## src/rtl/bram_ctrl_pkg.sv

```systemverilog
// Shared definitions for the block-RAM access controller.
//   state_t        controller FSM states
//   DEPTH          RAM depth for the default address width
//   lat_cnt_width  width of the read-latency counter for a given latency
package bram_ctrl_pkg;

  typedef enum logic [1:0] {
    ST_INIT,
    ST_IDLE,
    ST_RD_WAIT,
    ST_RD_RESP
  } state_t;

  localparam int unsigned DEFAULT_ADDRESS_WIDTH = 6;
  localparam int unsigned DEPTH                 = 2 ** DEFAULT_ADDRESS_WIDTH;

  // Counter must hold 0..lat inclusive.
  function automatic int unsigned lat_cnt_width(input int unsigned lat);
    return $clog2(lat + 1);
  endfunction

endpackage

```

## src/rtl/bram_access_controller_if.sv

```systemverilog
// Client-side command/response channels of the block-RAM access controller.
//   cmd_valid/cmd_ready  command handshake
//   cmd_write            1 = write, 0 = read
//   cmd_addr/cmd_wdata   command address and write data
//   rsp_valid/rsp_ready  read-response handshake
//   rsp_data             read data
// master = client side, slave = controller side.
interface bram_access_controller_if #(
  parameter int unsigned DATA_WIDTH    = 32,
  parameter int unsigned ADDRESS_WIDTH = 6
);
  logic                     cmd_valid;
  logic                     cmd_ready;
  logic                     cmd_write;
  logic [ADDRESS_WIDTH-1:0] cmd_addr;
  logic [DATA_WIDTH-1:0]    cmd_wdata;
  logic                     rsp_valid;
  logic                     rsp_ready;
  logic [DATA_WIDTH-1:0]    rsp_data;

  modport master (
    output cmd_valid, cmd_write, cmd_addr, cmd_wdata, rsp_ready,
    input  cmd_ready, rsp_valid, rsp_data
  );

  modport slave (
    input  cmd_valid, cmd_write, cmd_addr, cmd_wdata, rsp_ready,
    output cmd_ready, rsp_valid, rsp_data
  );
endinterface

```

## src/rtl/bram_access_controller_init_sweeper.sv

```systemverilog
// Fill-sweep address counter.
//   clk, clr  clock and synchronous active-high reset
//   start     restart the sweep at address 0
//   step      advance to the next address (saturates at the last one)
//   addr      current sweep address
//   last      addr is the final RAM address
module bram_init_sweeper #(
  parameter int unsigned ADDRESS_WIDTH = 6
) (
  input  logic                     clk,
  input  logic                     clr,
  input  logic                     start,
  input  logic                     step,
  output logic [ADDRESS_WIDTH-1:0] addr,
  output logic                     last
);

  assign last = &addr;

  always_ff @(posedge clk) begin
    if (clr || start) begin
      addr <= '0;
    end else if (step && !last) begin
      addr <= addr + ADDRESS_WIDTH'(1);
    end
  end

endmodule

```

## src/rtl/bram_access_controller.sv

```systemverilog
// Initiator-side front end for a single-port block RAM.
//   clk, clr      clock and synchronous active-high reset
//   fill_req      start a fill sweep (honoured only when idle)
//   busy          fill sweep in progress
//   bus           command/response channels (slave side)
//   ram_*         registered RAM control pins and RAM read data input
module bram_access_controller
  import bram_ctrl_pkg::*;
#(
  parameter int unsigned           DATA_WIDTH    = 32,
  parameter int unsigned           ADDRESS_WIDTH = 6,
  parameter int unsigned           READ_LATENCY  = 1,
  parameter bit                    INIT_EN       = 1'b1,
  parameter logic [DATA_WIDTH-1:0] INIT_VALUE    = '0
) (
  input  logic                     clk,
  input  logic                     clr,
  input  logic                     fill_req,
  output logic                     busy,
  bram_access_controller_if.slave  bus,
  output logic                     ram_read_en,
  output logic                     ram_write_en,
  output logic                     ram_n_clr,
  output logic [ADDRESS_WIDTH-1:0] ram_addr,
  output logic [DATA_WIDTH-1:0]    ram_data_in,
  input  logic [DATA_WIDTH-1:0]    ram_data_out
);

  localparam int unsigned LAT_W = lat_cnt_width(READ_LATENCY);

  state_t                   state, state_nxt;
  logic [LAT_W-1:0]         lat_cnt, lat_nxt;
  logic                     we_nxt, re_nxt, capture;
  logic [ADDRESS_WIDTH-1:0] addr_nxt;
  logic [DATA_WIDTH-1:0]    din_nxt;
  logic                     sweep_start, sweep_step, sweep_last;
  logic [ADDRESS_WIDTH-1:0] sweep_addr;
  logic                     cmd_hs;

  bram_init_sweeper #(
    .ADDRESS_WIDTH(ADDRESS_WIDTH)
  ) u_sweeper (
    .clk  (clk),
    .clr  (clr),
    .start(sweep_start),
    .step (sweep_step),
    .addr (sweep_addr),
    .last (sweep_last)
  );

  assign busy          = (state == ST_INIT);
  // ram_n_clr is low only in the cycle(s) right after reset; gating ready
  // with it keeps cmd_ready at 0 there even when reset lands directly in IDLE.
  assign bus.cmd_ready = (state == ST_IDLE) && ram_n_clr;
  assign bus.rsp_valid = (state == ST_RD_RESP);
  assign cmd_hs        = bus.cmd_valid && bus.cmd_ready;

  always_comb begin
    state_nxt   = state;
    lat_nxt     = lat_cnt;
    we_nxt      = 1'b0;
    re_nxt      = 1'b0;
    addr_nxt    = '0;
    din_nxt     = '0;
    capture     = 1'b0;
    sweep_start = 1'b0;
    sweep_step  = 1'b0;
    unique case (state)
      ST_INIT: begin
        we_nxt     = 1'b1;
        addr_nxt   = sweep_addr;
        din_nxt    = INIT_VALUE;
        sweep_step = 1'b1;
        if (sweep_last) state_nxt = ST_IDLE;
      end
      ST_IDLE: begin
        if (cmd_hs) begin
          addr_nxt = bus.cmd_addr;
          if (bus.cmd_write) begin
            we_nxt  = 1'b1;
            din_nxt = bus.cmd_wdata;
          end else begin
            re_nxt    = 1'b1;
            lat_nxt   = '0;
            state_nxt = ST_RD_WAIT;
          end
        end else if (fill_req) begin
          sweep_start = 1'b1;
          state_nxt   = ST_INIT;
        end
      end
      ST_RD_WAIT: begin
        // First RD_WAIT edge is the RAM's sampling edge, so capture happens
        // READ_LATENCY edges after it.
        if (lat_cnt == LAT_W'(READ_LATENCY)) begin
          capture   = 1'b1;
          state_nxt = ST_RD_RESP;
        end else begin
          lat_nxt = lat_cnt + LAT_W'(1);
        end
      end
      ST_RD_RESP: begin
        if (bus.rsp_ready) state_nxt = ST_IDLE;
      end
      default: state_nxt = ST_IDLE;
    endcase
  end

  always_ff @(posedge clk) begin
    if (clr) begin
      state        <= INIT_EN ? ST_INIT : ST_IDLE;
      lat_cnt      <= '0;
      ram_read_en  <= 1'b0;
      ram_write_en <= 1'b0;
      ram_n_clr    <= 1'b0;
      ram_addr     <= '0;
      ram_data_in  <= '0;
      bus.rsp_data <= '0;
    end else begin
      state        <= state_nxt;
      lat_cnt      <= lat_nxt;
      ram_read_en  <= re_nxt;
      ram_write_en <= we_nxt;
      ram_n_clr    <= 1'b1;
      ram_addr     <= addr_nxt;
      ram_data_in  <= din_nxt;
      if (capture) bus.rsp_data <= ram_data_out;
    end
  end

endmodule

```

## src/flat_wrapper.sv

```systemverilog
// flat-port wrapper written by rule: the top's interface ports become plain ports
module bram_access_controller_flat import bram_ctrl_pkg::*;
#(
  parameter int unsigned           DATA_WIDTH    = 32,
  parameter int unsigned           ADDRESS_WIDTH = 6,
  parameter int unsigned           READ_LATENCY  = 1,
  parameter bit                    INIT_EN       = 1'b1,
  parameter logic [DATA_WIDTH-1:0] INIT_VALUE    = '0
)
  (clk, clr, fill_req, busy, ram_read_en, ram_write_en, ram_n_clr, ram_addr, ram_data_in, ram_data_out, bus_cmd_valid, bus_cmd_write, bus_cmd_addr, bus_cmd_wdata, bus_rsp_ready, bus_cmd_ready, bus_rsp_valid, bus_rsp_data);
  bram_access_controller_if #(.DATA_WIDTH(DATA_WIDTH), .ADDRESS_WIDTH(ADDRESS_WIDTH)) bus_i ();
  input  logic clk;
  input  logic clr;
  input  logic fill_req;
  output logic busy;
  output logic ram_read_en;
  output logic ram_write_en;
  output logic ram_n_clr;
  output logic [ADDRESS_WIDTH-1:0] ram_addr;
  output logic [DATA_WIDTH-1:0] ram_data_in;
  input  logic [DATA_WIDTH-1:0] ram_data_out;
  input wire logic [$bits(bus_i.cmd_valid)-1:0] bus_cmd_valid;
  input wire logic [$bits(bus_i.cmd_write)-1:0] bus_cmd_write;
  input wire logic [$bits(bus_i.cmd_addr)-1:0] bus_cmd_addr;
  input wire logic [$bits(bus_i.cmd_wdata)-1:0] bus_cmd_wdata;
  input wire logic [$bits(bus_i.rsp_ready)-1:0] bus_rsp_ready;
  output wire logic [$bits(bus_i.cmd_ready)-1:0] bus_cmd_ready;
  output wire logic [$bits(bus_i.rsp_valid)-1:0] bus_rsp_valid;
  output wire logic [$bits(bus_i.rsp_data)-1:0] bus_rsp_data;
  assign bus_i.cmd_valid = bus_cmd_valid;
  assign bus_i.cmd_write = bus_cmd_write;
  assign bus_i.cmd_addr = bus_cmd_addr;
  assign bus_i.cmd_wdata = bus_cmd_wdata;
  assign bus_i.rsp_ready = bus_rsp_ready;
  assign bus_cmd_ready = bus_i.cmd_ready;
  assign bus_rsp_valid = bus_i.rsp_valid;
  assign bus_rsp_data = bus_i.rsp_data;
  bram_access_controller #(.DATA_WIDTH(DATA_WIDTH), .ADDRESS_WIDTH(ADDRESS_WIDTH), .READ_LATENCY(READ_LATENCY), .INIT_EN(INIT_EN), .INIT_VALUE(INIT_VALUE)) u_core (.clk(clk), .clr(clr), .fill_req(fill_req), .busy(busy), .bus(bus_i), .ram_read_en(ram_read_en), .ram_write_en(ram_write_en), .ram_n_clr(ram_n_clr), .ram_addr(ram_addr), .ram_data_in(ram_data_in), .ram_data_out(ram_data_out));
endmodule
```

## config.mk

```make
export PLATFORM = sky130hd
export DESIGN_NAME = bram_access_controller_flat
export DESIGN_NICKNAME = d
export VERILOG_FILES = /design/src/rtl/bram_ctrl_pkg.sv /design/src/rtl/bram_access_controller_if.sv /design/src/rtl/bram_access_controller_init_sweeper.sv /design/src/rtl/bram_access_controller.sv /design/src/flat_wrapper.sv
export SDC_FILE = /design/constraint.sdc
export NUM_CORES = 1
export LEC_CHECK = 0
export ABC_AREA = 1
export CAP_MARGIN = 20
export CORE_MARGIN = 2
export CORE_UTILIZATION = 30
export CTS_CLUSTER_DIAMETER = 40
export DETAILED_ROUTE_END_ITERATION = 10
export PLACE_DENSITY = 0.68
export REMOVE_ABC_BUFFERS = 1
export SYNTH_ARGS = -nofsm -noshare
export SYNTH_HDL_FRONTEND = slang
export SYNTH_SLANG_ARGS = --single-unit
```

## constraint.sdc

```tcl
create_clock -name clk -period 2.4 [get_ports clk]
set_input_delay 0.48 -clock clk [delete_from_list [all_inputs] [get_ports clk]]
set_output_delay 0.48 -clock clk [all_outputs]
set_load 0.01 [all_outputs]
```

-- Word-level counts from Yosys, hierarchy flattened
Cells that the tools add are included.
- add/sub/neg operators: 2
- equality and inequality tests: 10
- multiplexer cells: 24
- bitwise logic cells: 3
- reductions and logical operators: 12
- operators by type and width (cell ; number):
    1-bit two-way mux ; 13
    2-bit two-way mux ; 6
    6-bit one-hot mux with 2 select lines ; 1
    2-bit one-hot mux with 4 select lines ; 1
    6-bit by 1-bit adder with 6-bit output (second input constant) ; 1
    6-bit two-way mux ; 1
    2-bit by 1-bit inequality test with 1-bit output (second input constant) ; 3
    6-bit AND reduction ; 1
    5-bit AND reduction ; 1
    2-bit equality test (second input constant) ; 2
    2-bit inequality test (second input constant) ; 2
    1-bit one-hot mux with 2 select lines ; 2
    4-bit OR reduction ; 1
    1-bit logical AND ; 3
    3-bit by 2-bit inequality test with 1-bit output (second input constant) ; 1
    3-bit inequality test (second input constant) ; 1
    1-bit inverter ; 3
    3-bit AND reduction ; 1
    3-bit OR reduction ; 1
    2-bit by 1-bit equality test with 1-bit output (second input constant) ; 1
    2-bit logical NOT ; 1
    2-bit nonzero test ; 1
    1-bit adder (second input constant) ; 1
    1-bit logical NOT ; 1
    1-bit logical OR ; 1
- register bits: 82
- output and inout bits: 76
- word-level logic and storage cells: 60

-- Longest topological paths before layout
- depth after elaboration: 6
- depth in mapped cells: 9
- depth with buffers taken out: 9

-- Modules after synthesis
A second synthesis with hierarchy kept.
- cells, all modules: 355
- area, all modules: 2896.5 um^2
- by module, submodules not included (module ; times used ; cells an instance ; area an instance (um^2) ; sequential area each (um^2)):
    bram_access_controller ; 1 ; 306 ; 2557.5 ; 1521.5
    bram_init_sweeper ; 1 ; 49 ; 339.1 ; 120.1

-- Worst setup path before layout
OpenSTA, ideal clock, no wires.
- path type: register -> register
- start point: register u_core.state[0]
- end point: register u_core.u_sweeper.addr[5]
- library setup time: 0.116 ns
- data arrival time: 1.271 ns
- required time: 2.284 ns
- slack: 1.013 ns
- stages on the path, launching flop included: 9
- cells stage by stage: dfxtp_1 inv_1 ha_1 buf_4 nand2_1 nor3b_2 nand3_1 nand2_1 a21oi_1
- elaborated cells on any way between the ends: 9
- RTL lines (what ; RTL line ; source):
    from (decl) ; bram_access_controller.sv:31 ; state_t state, state_nxt;
    from (signal assigned) ; bram_access_controller.sv:111 ; state <= INIT_EN ? ST_INIT : ST_IDLE;
    from (signal assigned) ; bram_access_controller.sv:120 ; state <= state_nxt;
    2-bit logical NOT ; - ;
    named net busy ; flat_wrapper.sv:15 ; output logic busy;
    1-bit two-way mux ; bram_access_controller.sv:68 ; unique case (state)
    1-bit logical AND ; bram_access_controller_init_sweeper.sv:23 ; end else if (step && !last) begin
    to (signal assigned) ; bram_access_controller_init_sweeper.sv:24 ; addr <= addr + ADDRESS_WIDTH'(1);
    to (decl) ; bram_access_controller_init_sweeper.sv:14 ; output logic [ADDRESS_WIDTH-1:0] addr,
The timed path passes the listed nets, and every way through them passes these cells.
A chain may end at the register's enable or synchronous reset.

-- Final worst setup path
- start point: register u_core.state[1]
- end point: output bus_cmd_ready
- cells in the longest elaborated chain, start to end: 2
- RTL lines (what ; RTL line ; source):
    2-bit by 1-bit equality test with 1-bit output ; bram_access_controller.sv:54 ; assign bus.cmd_ready = (state == ST_IDLE) && ram_n_clr;
    1-bit logical AND ; bram_access_controller.sv:54 ;
    to (decl) ; flat_wrapper.sv:27 ; output wire logic [$bits(bus_i.cmd_ready)-1:0] bus_cmd_ready;
No other way between the ends.

==> impl_summary.md <==
Timing
Setup repair after global routing left no endpoint under its margin. The final count of hold timing violations came to 0. After layout, the worst path uses 91.17% of the clock period. In this run the tightest slew margin relative to its limit is 78.69%.

The final max-slew violation count came to 0. Setup violations remaining at the end of the flow were counted as 0. The worst hold slack across all endpoints is 0.4864 ns. The maximum achievable frequency is 0.4570 GHz. The time the worst path needs with I/O delays and setup is 2.188 ns.

Between clock sinks in the finished design, the worst skew comes to 0.005670 ns. For the pin with the worst max-slew slack, the measured transition is 0.3187 ns. After routing, the total negative slack on setup checks comes to 0 ns.

Setup path
The beginning of the critical path is u_core.state[1]$_SDFFE_PP0P_. For flop-to-flop paths, the worst setup slack is 0.85 ns. The critical path crosses 5 cells after its start point. The worst setup path is captured at a primary output. The cell type group with the largest total delay on the critical path is buffers and inverters. The type of element launching the critical path is a register. Together, buffers and inverters on the worst path number 3. The critical-path cell with the highest stage delay is clkdlybuf4s50_1. At the worst endpoint, the arrival time is 1.71 ns. The signal on the critical path passes through inv_1 -> ha_1 -> nand2_1 -> inv_1 -> clkdlybuf4s50_1.

The worst setup path is of the reg2out kind. The critical path data required time is 1.92 ns. The most prevalent standard cell on the critical path is inv_1. The biggest fanout along the worst timing path is 4. The largest stage delay on the critical path is 0.53 ns.

The beginning of the worst register-to-register path is u_core.state[1]$_SDFFE_PP0P_. The worst register-to-register path ends at u_core.u_sweeper.addr[5]$_SDFFE_PP0P_. The logic depth of the worst register-to-register path is 8.

Outcome
The run finished with clean final reports.

Placement
Summed over all nets, the half-perimeter wirelength after detailed placement is 5619 µm. During placement, the flow inserted port buffers numbering 151. The placer's final routability congestion estimate is 0.8204.

Global routing
The number of antenna violations at the first check in global routing came to 0. The via count of the first global-routing pass came to 2,626. The global-route wire length before repair is 12,010 µm. The aggregate global routing overflow is 0. The largest net degree at the start of global routing is 35. Across every metal layer, demand over resource in global routing totals 14.78%.

Routing
The remaining number of nets flagged by the antenna check after routing is 0. The number of remaining DRC errors is 0. The post-detailed-routing wire length is 7588 µm. Across all layers, the routed design uses 2,685 vias.

For this block, the initial DRC count from the detailed router was 60. The pre-antenna-repair detailed-routing pass consisted of 4 iterations. The number of vias per cell after detailed routing is 4.215. Dividing the detail-routed wire length by the instance count gives 11.91 µm.

CTS
CTS saw 82 sinks. The CTS root buffer is clkbuf_8. Once the clock tree was built, the resizer swapped 0 gates to a different size. The CTS tree is yes.

For this design, the CTS-stage hold fixing added 0 buffers. The number of clock buffers added by TritonCTS is 9. The clock latency reported for the late side of the worst-skew pair is 0.34 ns.

The setup fix buffers added after clock tree synthesis is 0. The longest clock path from root to sink contains 2 buffers. Clock-pin slew was measured on the worst setup and hold paths at 0.08 ns. The maximum level of the CTS H-tree is 3.

Run
Across the run, the number of max-cap violations was 0.

Hold path
The worst hold path passes through 2 cells. The launch point of the worst hold path is u_core.bus.rsp_data[20]$_SDFFE_PP0P_. The end of the worst hold path is u_core.bus.rsp_data[20]$_SDFFE_PP0P_. The tightest min-delay check is of the reg2reg type.

Synthesis
Ranked by total cell area, the synthesized netlist is headed by dfxtp_1 57%, nor2_1 15%, inv_1 6.4%. Averaged over all synthesized cells, the footprint is 8.215 µm². The share of the synthesized area in the top cell type is 57.09%.

The post-synthesis sequential element count is 82. The proportion of synthesized chip area in sequential cells is 57.09%. The count of mapped cells out of synthesis is 350. The synthesized area is 2875 µm². The number of library cell types mapped by synthesis is 24. The Yosys step of the flow raised 0 warnings.

The largest total area in the synthesized netlist belongs to dfxtp_1.

Pwr
Dividing total power by cell area gives a power density of 689.7 nW/µm². Per report_power, the combinational group accounts for 20.6% of the total. The net load switching power is 0.8311 mW. Power comes to 3.264 mW. The cell-internal power is 2.433 mW. The part of the power in the clock network is 33.2%. The worst ir drop on vdd is 263.8 µV.

The leakage power is 1.950 nW. In this run switching power makes up 25.46% of total power. Sequential cells account for 46.2% of the total power.

Floorplanning
The initial utilization of the core area, before any placement, comes to 30.97%. 152 I/O pins were placed. The chip width is 101.9 µm. The floorplan step defined a core boundary enclosing 9284 µm². The floorplan step defined a die boundary enclosing 10,380 µm². The die is 101.9 µm tall. The standard-cell row count is 35.

Layout
In the final layout, the share of cells above drive strength 1 is 4.921%. 0 antenna diodes ended up in the layout. The count of nets after finishing is 585.

The area occupied by registers is 1642 µm². The count of fill cells added during filler insertion is 908. The area of combinational cells with multiple inputs is 960.9 µm². The area growth from synthesis to layout is 64.62%.
[state kept, by name (all words and copies together) (netlist names)]
name	flops
u_core.ram_read_en	1
u_core.ram_write_en	1
u_core.lat_cnt	1
u_core.state	2
u_core.bus.rsp_data	32
u_core.ram_addr	6
u_core.ram_data_in	32
u_core.u_sweeper.addr	6
u_core.ram_n_clr	1
[metal layers]
layer / global-route usage, % / vias to the layer above / share of wire (%)
li1: - / 1364 / -
met3: 4.651 / 15 / 6.2
met4: 7.590 / 0 / 2.0
met1: 16.31 / 1210 / 40
met2: 25.56 / 96 / 52
met5: 0 / - / 0
[Yosys cell counts (all sizes together)]
cell / n
clkinv: 1
a21oi: 6
nor3b: 1
a211oi: 1
clkbuf: 6
nand2: 22
or2: 1
nor2: 117
inv: 49
o21bai: 1
xor2: 1
nand3: 7
o21a: 1
dfxtp: 82
nor3: 1
o21ai: 34
a22oi: 5
ha: 6
buf: 8
[metrics by stage]
stage                     instance area [µm²]  cells  worst slack [ns]  util (%)
final                                    4733    637            0.2120     50.98
after global routing                     4733    637           0.05087     50.98
after CTS                                4713    636            0.1865     50.77
after detailed placement                 4493    620            0.4321     48.40
after global placement                   4493    620            0.4772     48.40
after floorplan                          2790    336            0.5231         -
[cells in the final DEF (no fill, tap or decap), types with 4 or more instances in the layout]
master / n
dfxtp_1: 82
inv_1: 49
nand3_1: 4
ha_1: 6
clkdlybuf4s50_1: 151
buf_4: 4
nand2_1: 22
clkbuf_8: 10
nor2_1: 116
a21oi_1: 6
a22oi_1: 5
o21ai_0: 34
[power by group through the flow]
stage | clock network, mW | logic, mW | registers (mW)
floorplan | 0 | 0.294 | 1.56
global placement | 0 | 0.661 | 1.54
detailed placement | 0 | 0.671 | 1.54
CTS | 1.12 | 0.675 | 1.51
global route | 1.18 | 0.750 | 1.52
finish | 1.08 | 0.672 | 1.51
[layout make-up]
type	count	area share [%]
Sequential cell	82	34.68
Inverter	50	3.965
Clock buffer	12	3.066
Clock inverter	4	1.586
Multi-Input combinational cell	204	20.30
Timing Repair Buffer	156	32.99
Tap cell	129	3.410
[kinds of logic after synthesis]
kind of cell	share of synthesized area [%]
fa+ha+maj	2.611
xor+xnor	0.3047
simple gates	21.06
flops	57.09
compound gates	9.443
buf+inv	9.486
[worst reg2reg max path: stages (launching register included)]
cell and delay [ns]:
dfxtp_1 0.33, inv_1 0.12, ha_1 0.21, buf_4 0.18
nand2_1 0.12, nor3b_2 0.27, nand3_1 0.10, nand2_1 0.07
a21oi_1 0.04
[how the worst max path moves through the flow]
stage	end
2_1_floorplan	u_core.bus.rsp_data[0]$_SDFFE_PP0P_
6_report	bus_cmd_ready
3_3_place_gp	u_core.ram_data_in[8]$_SDFF_PP0_
3_5_place_dp	u_core.ram_data_in[3]$_SDFF_PP0_
5_1_grt	bus_cmd_ready
4_1_cts	bus_cmd_ready
Power figures use the tool's default switching activity.
